## config.mk

```make
export PLATFORM = sky130hd
export DESIGN_NAME = capture_reader
export DESIGN_NICKNAME = d
export VERILOG_FILES = /design/src/rtl/lp_pkg.sv /design/src/rtl/capture_reader.sv
export SDC_FILE = /design/constraint.sdc
export NUM_CORES = 1
export LEC_CHECK = 0
export ABC_AREA = 1
export CAP_MARGIN = 10
export CORE_MARGIN = 2
export CORE_UTILIZATION = 39
export CTS_CLUSTER_DIAMETER = 80
export DETAILED_ROUTE_END_ITERATION = 8
export GPL_TIMING_DRIVEN = 0
export MAX_ROUTING_LAYER = met4
export PLACE_DENSITY = 0.69
export SYNTH_ARGS = -nofsm -noshare
export SYNTH_HDL_FRONTEND = slang
export SYNTH_SLANG_ARGS = --single-unit
export TNS_END_PERCENT = 20
```

## constraint.sdc

```tcl
create_clock -name clk -period 3.3 [get_ports clk]
set_clock_uncertainty 0.1 [all_clocks]
set_input_delay 0.33 -clock clk [delete_from_list [all_inputs] [get_ports clk]]
set_output_delay 0.33 -clock clk [all_outputs]
set_load 0.02 [all_outputs]
```

## src/rtl/lp_pkg.sv

```systemverilog
// Shared definitions for the logic-probe capture path: reader FSM states,
// default frame sync byte and frame header length.
package lp_pkg;

    typedef enum logic [2:0] {
        ST_IDLE  = 3'd0,
        ST_HDR   = 3'd1,
        ST_FETCH = 3'd2,
        ST_LOAD  = 3'd3,
        ST_SEND  = 3'd4,
        ST_DONE  = 3'd5
    } rd_state_e;

    localparam logic [7:0]  LP_SYNC_BYTE = 8'hA5;
    localparam int unsigned LP_HDR_LEN   = 3;

endpackage

```

## src/rtl/capture_reader.sv

```systemverilog
// Capture buffer readout engine. Walks the circular sample RAM oldest-first
// from the latched start address and streams SYNC, LEN_HI, LEN_LO and then
// every sample over a valid/ready byte interface. All outputs are registered.
module capture_reader
    import lp_pkg::*;
#(
    parameter int unsigned AW        = 10,
    parameter logic [7:0]  SYNC_BYTE = LP_SYNC_BYTE
) (
    input  logic          clk,
    input  logic          rst,
    input  logic          start,
    input  logic          abort,
    input  logic [AW-1:0] start_addr,
    output logic          mem_re,
    output logic [AW-1:0] mem_raddr,
    input  logic [7:0]    mem_rdata,
    output logic [7:0]    tx_data,
    output logic          tx_valid,
    input  logic          tx_ready,
    output logic          busy,
    output logic          done
);

    // Sample count as a 17-bit value so AW=16 still yields LEN = 16'hFFFF.
    localparam logic [16:0] DEPTH_W   = 17'd1 << AW;
    localparam logic [15:0] FRAME_LEN = 16'(DEPTH_W - 17'd1);
    localparam logic [AW:0] IDX_END   = {1'b1, {AW{1'b0}}};
    localparam logic [1:0]  HDR_LAST  = 2'(LP_HDR_LEN - 1);

    rd_state_e     state_r, state_n_s;
    logic [AW-1:0] base_r, base_n_s;
    logic [AW:0]   idx_r, idx_n_s, idx_inc_s;
    logic [1:0]    hdr_r, hdr_n_s;
    logic [7:0]    tx_data_r, tx_data_n_s;
    logic          tx_valid_r, tx_valid_n_s;
    logic          mem_re_r, mem_re_n_s;
    logic [AW-1:0] mem_raddr_r, mem_raddr_n_s;
    logic          busy_r, busy_n_s;
    logic          done_r, done_n_s;
    logic          hs_s;

    // Header byte selected by position within the frame header.
    function automatic logic [7:0] hdr_byte(input logic [1:0] sel);
        logic [7:0] b;
        case (sel)
            2'd0:    b = SYNC_BYTE;
            2'd1:    b = FRAME_LEN[15:8];
            2'd2:    b = FRAME_LEN[7:0];
            default: b = 8'h00;
        endcase
        return b;
    endfunction

    assign hs_s      = tx_valid_r && tx_ready;
    assign idx_inc_s = idx_r + {{AW{1'b0}}, 1'b1};

    // Next-state and next-output computation; abort overrides everything.
    always_comb begin
        state_n_s     = state_r;
        base_n_s      = base_r;
        idx_n_s       = idx_r;
        hdr_n_s       = hdr_r;
        tx_data_n_s   = tx_data_r;
        tx_valid_n_s  = 1'b0;
        mem_re_n_s    = 1'b0;
        mem_raddr_n_s = mem_raddr_r;
        done_n_s      = 1'b0;

        case (state_r)
            ST_IDLE: begin
                if (start && !abort) begin
                    state_n_s    = ST_HDR;
                    base_n_s     = start_addr;
                    idx_n_s      = '0;
                    hdr_n_s      = 2'd0;
                    tx_data_n_s  = hdr_byte(2'd0);
                    tx_valid_n_s = 1'b1;
                end else begin
                    state_n_s = ST_IDLE;
                end
            end
            ST_HDR: begin
                tx_valid_n_s = 1'b1;
                if (hs_s) begin
                    if (hdr_r == HDR_LAST) begin
                        state_n_s     = ST_FETCH;
                        tx_valid_n_s  = 1'b0;
                        mem_re_n_s    = 1'b1;
                        mem_raddr_n_s = base_r + idx_r[AW-1:0];
                    end else begin
                        hdr_n_s     = hdr_r + 2'd1;
                        tx_data_n_s = hdr_byte(hdr_r + 2'd1);
                    end
                end else begin
                    state_n_s = ST_HDR;
                end
            end
            ST_FETCH: begin
                state_n_s = ST_LOAD;
            end
            ST_LOAD: begin
                // RAM data is valid exactly one cycle after the FETCH read.
                state_n_s    = ST_SEND;
                tx_data_n_s  = mem_rdata;
                tx_valid_n_s = 1'b1;
            end
            ST_SEND: begin
                tx_valid_n_s = 1'b1;
                if (hs_s) begin
                    idx_n_s      = idx_inc_s;
                    tx_valid_n_s = 1'b0;
                    if (idx_inc_s == IDX_END) begin
                        state_n_s = ST_DONE;
                        done_n_s  = 1'b1;
                    end else begin
                        state_n_s     = ST_FETCH;
                        mem_re_n_s    = 1'b1;
                        mem_raddr_n_s = base_r + idx_inc_s[AW-1:0];
                    end
                end else begin
                    state_n_s = ST_SEND;
                end
            end
            ST_DONE: begin
                state_n_s = ST_IDLE;
            end
            default: begin
                state_n_s = ST_IDLE;
            end
        endcase

        // Abort discards any handshake of this cycle and returns to idle.
        if (abort && (state_r != ST_IDLE)) begin
            state_n_s     = ST_IDLE;
            idx_n_s       = idx_r;
            hdr_n_s       = hdr_r;
            tx_data_n_s   = tx_data_r;
            tx_valid_n_s  = 1'b0;
            mem_re_n_s    = 1'b0;
            mem_raddr_n_s = mem_raddr_r;
            done_n_s      = 1'b0;
        end else begin
            state_n_s = state_n_s;
        end

        busy_n_s = (state_n_s != ST_IDLE);
    end

    // State, datapath and registered outputs.
    always_ff @(posedge clk or negedge rst) begin
        if (!rst) begin
            state_r     <= ST_IDLE;
            base_r      <= '0;
            idx_r       <= '0;
            hdr_r       <= 2'd0;
            tx_data_r   <= 8'h00;
            tx_valid_r  <= 1'b0;
            mem_re_r    <= 1'b0;
            mem_raddr_r <= '0;
            busy_r      <= 1'b0;
            done_r      <= 1'b0;
        end else begin
            state_r     <= state_n_s;
            base_r      <= base_n_s;
            idx_r       <= idx_n_s;
            hdr_r       <= hdr_n_s;
            tx_data_r   <= tx_data_n_s;
            tx_valid_r  <= tx_valid_n_s;
            mem_re_r    <= mem_re_n_s;
            mem_raddr_r <= mem_raddr_n_s;
            busy_r      <= busy_n_s;
            done_r      <= done_n_s;
        end
    end

    assign tx_data   = tx_data_r;
    assign tx_valid  = tx_valid_r;
    assign mem_re    = mem_re_r;
    assign mem_raddr = mem_raddr_r;
    assign busy      = busy_r;
    assign done      = done_r;

endmodule

```

==> results of run 1 <==
==> synthesized netlist by cell type, drive strengths merged, types with 2 or more instances <==
cell type / n
nand2: 102
dfrtp: 48
inv: 42
o21ai: 32
nand3: 26
nor2: 26
ha: 16
a21oi: 11
a31oi: 10
mux2: 10
buf: 5
nand4: 5
xor2: 5
o211ai: 3
xnor2: 3
nand3b: 2
nor3: 2
o21bai: 2
==> state kept, by name, indices dropped and copies added (netlist names) <==
register	flops
mem_raddr	10
hdr_r	2
state_r	3
tx_valid	1
mem_re	1
busy	1
base_r	10
tx_data	8
done	1
idx_r	11
==> metrics by stage <==
stage	setup WS [ns]	instances	area (sq um)
detailed placement	0.0774	504	3600
floorplan	0.673	357	3010
CTS	0.0641	512	3700
finish	0.265	512	3700
global route	0.0429	512	3700
global placement	0.124	503	3580
==> where the power goes <==
part,internal [mW],total [mW],leakage (nW),switching (mW)
clock network,0.187,0.386,0.0503,0.199
logic,0.559,1.26,1.04,0.704
registers,0.786,0.921,0.612,0.135
total,1.53,2.57,1.70,1.04
==> layout make-up <==
cell class,instances,area (sq um)
Inverter,42,158
Timing Repair Buffer,46,465
Sequential cell,48,1200
Clock buffer,7,96.3
Tap cell,102,128
Buffer,6,50.0
Fill cell,757,3900
Multi-Input combinational cell,261,1610
==> cells by family after synthesis <==
family                     Yosys count  synth area share [%]
AOI/OAI and AO/OA                   62                  12.8
xor gates and xnor gates             8                  2.32
adders and majority gates           17                  7.31
buffers and inverters               48                  6.85
DFF                                 48                  39.9
muxes                               10                  3.74
and+or+nand+nor                    164                  27.1
==> what timing repair did <==
item,4_1_cts,5_1_grt
setup buffers,0,0
hold endpoints to repair,17,0
resized for setup,0,3
endpoints found under the setup margin,0,3
hold buffers,1,0
==> layer usage <==
layer,track usage [%],part of all wire (%),vias up
met4,5.22,1.5,0
met3,3.53,5.0,10
met1,21.5,46,1149
li1,-,-,1284
met5,-,0,-
met2,26.7,48,55
==> worst max-delay path by stage <==
stage | to | depth (start not counted) | slack [ns]
2_1_floorplan | mem_raddr[6] | 14 | 0.67
3_3_place_gp | mem_raddr[7] | 14 | 0.12
3_5_place_dp | mem_raddr[6] | 14 | 0.08
4_1_cts | mem_raddr[6] | 14 | 0.06
5_1_grt | mem_raddr[6] | 14 | 0.04
6_report | mem_raddr[6] | 14 | 0.27
==> qor.txt, run 1 <==
CP Launch Point: state_r[0]
share of cells above drive strength 1: 17.1%
max-cap viol count: 0
Yosys reg bits: 48
Syn-to-layout area delta: 22.9%
DRC viols: 0
Final Max Tran Viols: 0
# setup viols final: 0
total number of yosys warnings: 0
cell accounting for the most synthesized area: dfrtp_1
CP Capture Type: flip-flop
Leak Pwr: 1.70 nW
post-synthesis cell area: 3010 sq um
Final period util: 92.0%
Critical Path RT: 3.40 ns
via count: 2498
delay-heaviest family, CP: adder cells
initial antenna violation count: 0
Top Ports: 45
first-pass GRT wire length: 11200 um
DP Wirelength: 5080 um
vias in the first global route: 2483
RSZ-0062 raised after global routing: false
Cells after Synth: 357
first-pass iteration count of the detailed router: 4
initial core utilization: 39.6%
Setup TNS: 0 ns
clk buf depth: 2
Distinct cells, synth: 38
CTS tree: done
slew at the pin closest to its max-slew limit: 0.429 ns
slowest stage delay, CP: 0.47 ns
register area share after synthesis: 39.9%
CP startpoint kind: flip-flop
hold crit path type: in2async
clk slew on worst S/H paths: 0.09 ns
CTS sink cnt: 48
Crit Path Max Fanout: 10
CP Cell Sequence: nor2_4 -> nand2_2 -> inv_2 -> clkbuf_2 -> ha_1 -> inv_1 -> ha_1 -> fa_1 -> nand3_1 -> nand2_1 -> a21oi_1 -> o21ai_0 -> xor2_1 -> o21ai_2
Core ar.: 7610 sq um
CTS HTree Levels: 2
Row Count: 32
Arr. time, crit path: 3.13 ns
reg2reg path depth: 14
Wirelength per Cell: 12.5 um
die width: 91.9 um
most frequent cells in the layout: 85 x nand2_1, 48 x dfrtp_1, 43 x clkdlybuf4s50_1
CP most frequent cell: ha_1
WHS: 0.390 ns
Total Power: 2.57 mW
worst vdd rail ir drop: 0.339 mV
total die area: 8450 sq um
Inserted Clock Buffers: 5
Final Critical Period: 3.03 ns
async set or reset register ratio after synthesis: 100%
EDFF count, synth: 0
final hold violation count: 0
most common library cell in the layout ignoring fill and taps: nand2_1
CTS Root Cell: clkbuf_8
reg-to-reg slack, setup: 0.27 ns
Synth Flop Type: dfrtp_1
DRT antenna net count: 0
Initial DRC Count: 78
slowest CP cell: dfrtp_1
RR Startpoint: state_r[0]
synthesized net count: 397
vias per cell: 4.88
reg2reg end: mem_raddr[6]
largest net degree at the start of global routing: 32
worst relative slew slack: 71.4%
Avg Cell Area, Syn: 8.44 sq um
die height: 91.9 um
Routed WL: 6400 um
top-area cell type share of the netlist area: 39.9%
Buf+Inv Stages, Crit Path: 3
total gr overflow: 0
Skew-Pair Late Insertion Delay: 0.30 ns
ANT cells: 0
final core occ: 48.7%
GR Util All Layers: 16.7%
GP Congestion: 0.850
Port-buffer cells: 44
nets@finish: 450
FMAX: 330 MHz
type of the worst setup path: reg2reg
status: completed
synth top area cells: dfrtp_1 40%, nand2_1 11%, ha_1 6.6%, inv_1 4.2%, o21ai_0 3.8%
PwrDens: 694 nW/um^2
No activity file was read; power rests on OpenSTA's default activity.
==> run 2, diff against run 1 <==
Settings changed: CTS_BUF_LIST from default to sky130_fd_sc_hd__clkbuf_8 sky130_fd_sc_hd__clkbuf_16, SLEW_MARGIN from default to 20.
==> results of run 2 <==
No change in the layout: final DEF, timing and power equal those of run 1.
==> run 3, diff against run 2 <==
Settings changed: CORE_ASPECT_RATIO from default to 0.75.
==> qor.txt, run 3 (synthesized netlist as in run 1, its figures left out) <==
Core ar.: 7430 sq um (-2.3%)
Leak Pwr: 1.70 nW (+0.26%)
CTS Root Cell: clkbuf_8
type of the worst setup path: reg2reg
clk slew on worst S/H paths: 0.09 ns (about the same)
clock share of power: 16.1% (+1.1 points)
die width: 106 um (+15%)
GP Congestion: 0.885 (+4.2%)
total gr overflow: 0 (unchanged)
Wirelength per Cell: 13.5 um (+8.0%)
setup bufs post-CTS: 0 (unchanged)
switch share: 41.0% (+0.59 points)
Sw Pwr: 1.09 mW (+4.9%)
clk buf depth: 2 (unchanged)
RR Startpoint: state_r[0]
Final Critical Period: 2.96 ns (-0.0717 ns)
final non-filler cell area: 3710 sq um (+0.14%)
worst relative slew slack: 65.0% (-6.4 points)
final hold violation count: 0 (unchanged)
Skew-Pair Late Insertion Delay: 0.30 ns (about the same)
Inserted Clock Buffers: 5 (unchanged)
share of cells above drive strength 1: 16.8% (-0.24 points)
vias per cell: 5.03 (+3.1%)
initial antenna violation count: 0 (unchanged)
max-cap viol count: 0 (unchanged)
max reg flops: 11 (unchanged)
DP Wirelength: 5520 um (+8.8%)
reg2reg end: mem_raddr[7]
Row Count: 27 (-16%)
CTS sink cnt: 48 (unchanged)
Largest Register: idx_r
RSZ-0062 raised after global routing: false
CTS tree: done
CP Capture Type: flip-flop
Gate power share: 49.0% (about the same)
slowest CP cell: dfrtp_1
Critical Path RT: 3.39 ns (about the same)
ANT cells: 0 (unchanged)
largest net degree at the start of global routing: 28 (-13%)
Routed WL: 6890 um (+7.8%)
Top Ports: 45 (unchanged)
most common library cell in the layout ignoring fill and taps: nand2_1
initial core utilization: 40.6% (+0.93 points)
Pint: 1.57 mW (+2.3%)
slowest stage delay, CP: 0.47 ns (about the same)
DRC viols: 0 (unchanged)
register share of total power: 34.9% (-0.9 points)
Placed Area: 3600 sq um (about the same)
worst slack, placed: -0.0465 ns (-0.124 ns)
nets@finish: 449 (-0.22%)
HP Start: mem_raddr[7]
Final period util: 89.8% (-2.2 points)
FMAX: 338 MHz (+2.4%)
status: completed
DRT antenna net count: 0 (unchanged)
Syn-to-layout area delta: 23.1%
total die area: 8460 sq um (about the same)
reg-to-reg slack, setup: 0.34 ns (+0.07 ns)
Final Max Tran Viols: 0 (unchanged)
vias in the first global route: 2422 (-2.5%)
CP startpoint kind: flip-flop
most frequent cells in the layout: 85 x nand2_1, 48 x dfrtp_1, 43 x clkdlybuf4s50_1
Initial DRC Count: 176 (+130%)
Arr. time, crit path: 3.05 ns (-0.08 ns)
Crit Path Max Fanout: 19 (+9)
Port-buffer cells: 44 (unchanged)
GR Util All Layers: 17.8% (+1.0 points)
reg2reg path depth: 13 (-1)
first-pass GRT wire length: 11600 um (+3.9%)
CTS HTree Levels: 2 (unchanged)
hold crit path type: reg2reg
first-pass iteration count of the detailed router: 4 (unchanged)
CP Cell Sequence: nor2_4 -> nand2_2 -> inv_2 -> nand2_1 -> o21ai_0 -> ha_1 -> a21oi_1 -> nand2_1 -> a21boi_1 -> nor2_1 -> nor2_1 -> xor2_1 -> o21ai_2
die height: 80.1 um (-13%)
hold path depth: 2
slew at the pin closest to its max-slew limit: 0.525 ns (+0.0962 ns)
via count: 2570 (+2.9%)
Setup WS post-layout: 0.337 ns (+0.0717 ns)
worst vdd rail ir drop: 0.362 mV (+6.9%)
Worst Hold End: mem_raddr[7]
# setup viols final: 0 (unchanged)
PwrDens: 716 nW/um^2 (+3.2%)
run 3: cell types whose count changed in the layout (fill, tap and decap cells not counted):
cell and delta:
inv_1 +1, bufinv_16 +1, clkbuf_2 -1, clkbuf_8 -2
clkinv_2 +1
run 3: metal layers:
layer / wire, um / vias up / track usage (%) / share of wire, %
li1: - / 1283 / - / -
met5: 0 / - / - / 0
met2: 2990 / 51 / 25.9 / 43
met4: 48 / 0 / 3.55 / 0.70
met3: 324 / 5 / 2.68 / 4.7
met1: 3530 / 1231 / 26.3 / 51
run 3: through the flow:
step / TNS (ns) / hold WS, ns / instances / util [%] / power [mW]
floorplan: 0 / -0.0656 / 357 / - / 1.77
global placement: 0 / 0.373 / 502 / 48.2 / 2.20
detailed placement: -0.0465 / 0.233 / 503 / 48.4 / 2.24
CTS: 0 / 0.397 / 511 / 49.9 / 2.67
global route: 0 / 0.431 / 511 / 49.9 / 2.85
finish: 0 / 0.397 / 511 / 49.9 / 2.66
run 3: how the worst max path moves through the flow:
| stage | from | to | slack (ns) | cells past startpoint |
|---|---|---|---|---|
| final | state_r[0] | mem_raddr[7] | 0.34 | 13 |
| after global routing | idx_r[1] | mem_raddr[7] | 0.04 | 14 |
| after CTS | state_r[0] | mem_raddr[7] | 0.23 | 13 |
| after detailed placement | state_r[0] | mem_raddr[7] | -0.05 | 14 |
| after global placement | state_r[0] | mem_raddr[7] | 0.04 | 14 |
| after floorplan | state_r[0] | mem_raddr[6] | 0.67 | 14 |
run 3: power by group through the flow:
| stage | Combinational (mW) | Sequential, mW | Clock (mW) |
|---|---|---|---|
| 2_1_floorplan | 0.719 | 1.05 | 0 |
| 5_1_grt | 1.43 | 0.954 | 0.463 |
| 4_1_cts | 1.30 | 0.931 | 0.438 |
| 3_5_place_dp | 1.30 | 0.942 | 0 |
| 6_report | 1.30 | 0.928 | 0.427 |
| 3_3_place_gp | 1.27 | 0.934 | 0 |
run 3: cell type report:
cell class | instances | area [sq um]
fill | 725 | 3720
multi-input combinational | 261 | 1610
sequential | 48 | 1200
timing repair buffer | 46 | 465
inverter | 42 | 158
tap | 101 | 126
clock buffer | 5 | 68.8
buffer | 5 | 45.0
clock inverter | 3 | 38.8
run 3: timing repair:
item,CTS,global route
setup endpoints to repair,1,1
hold endpoints to repair,21,0
hold buffers,1,0
gates resized for setup,0,1
run 3: worst max-delay path: cells and delay by family (launching register included):
| kind | cells | cell delay (ns) |
|---|---|---|
| xor gates and xnor gates | 1 | 0.23 |
| adders and majority gates | 1 | 0.37 |
| buffers and inverters | 1 | 0.29 |
| DFF | 1 | 0.47 |
| AOI/OAI and AO/OA | 4 | 0.69 |
| and+or+nand+nor | 6 | 0.69 |
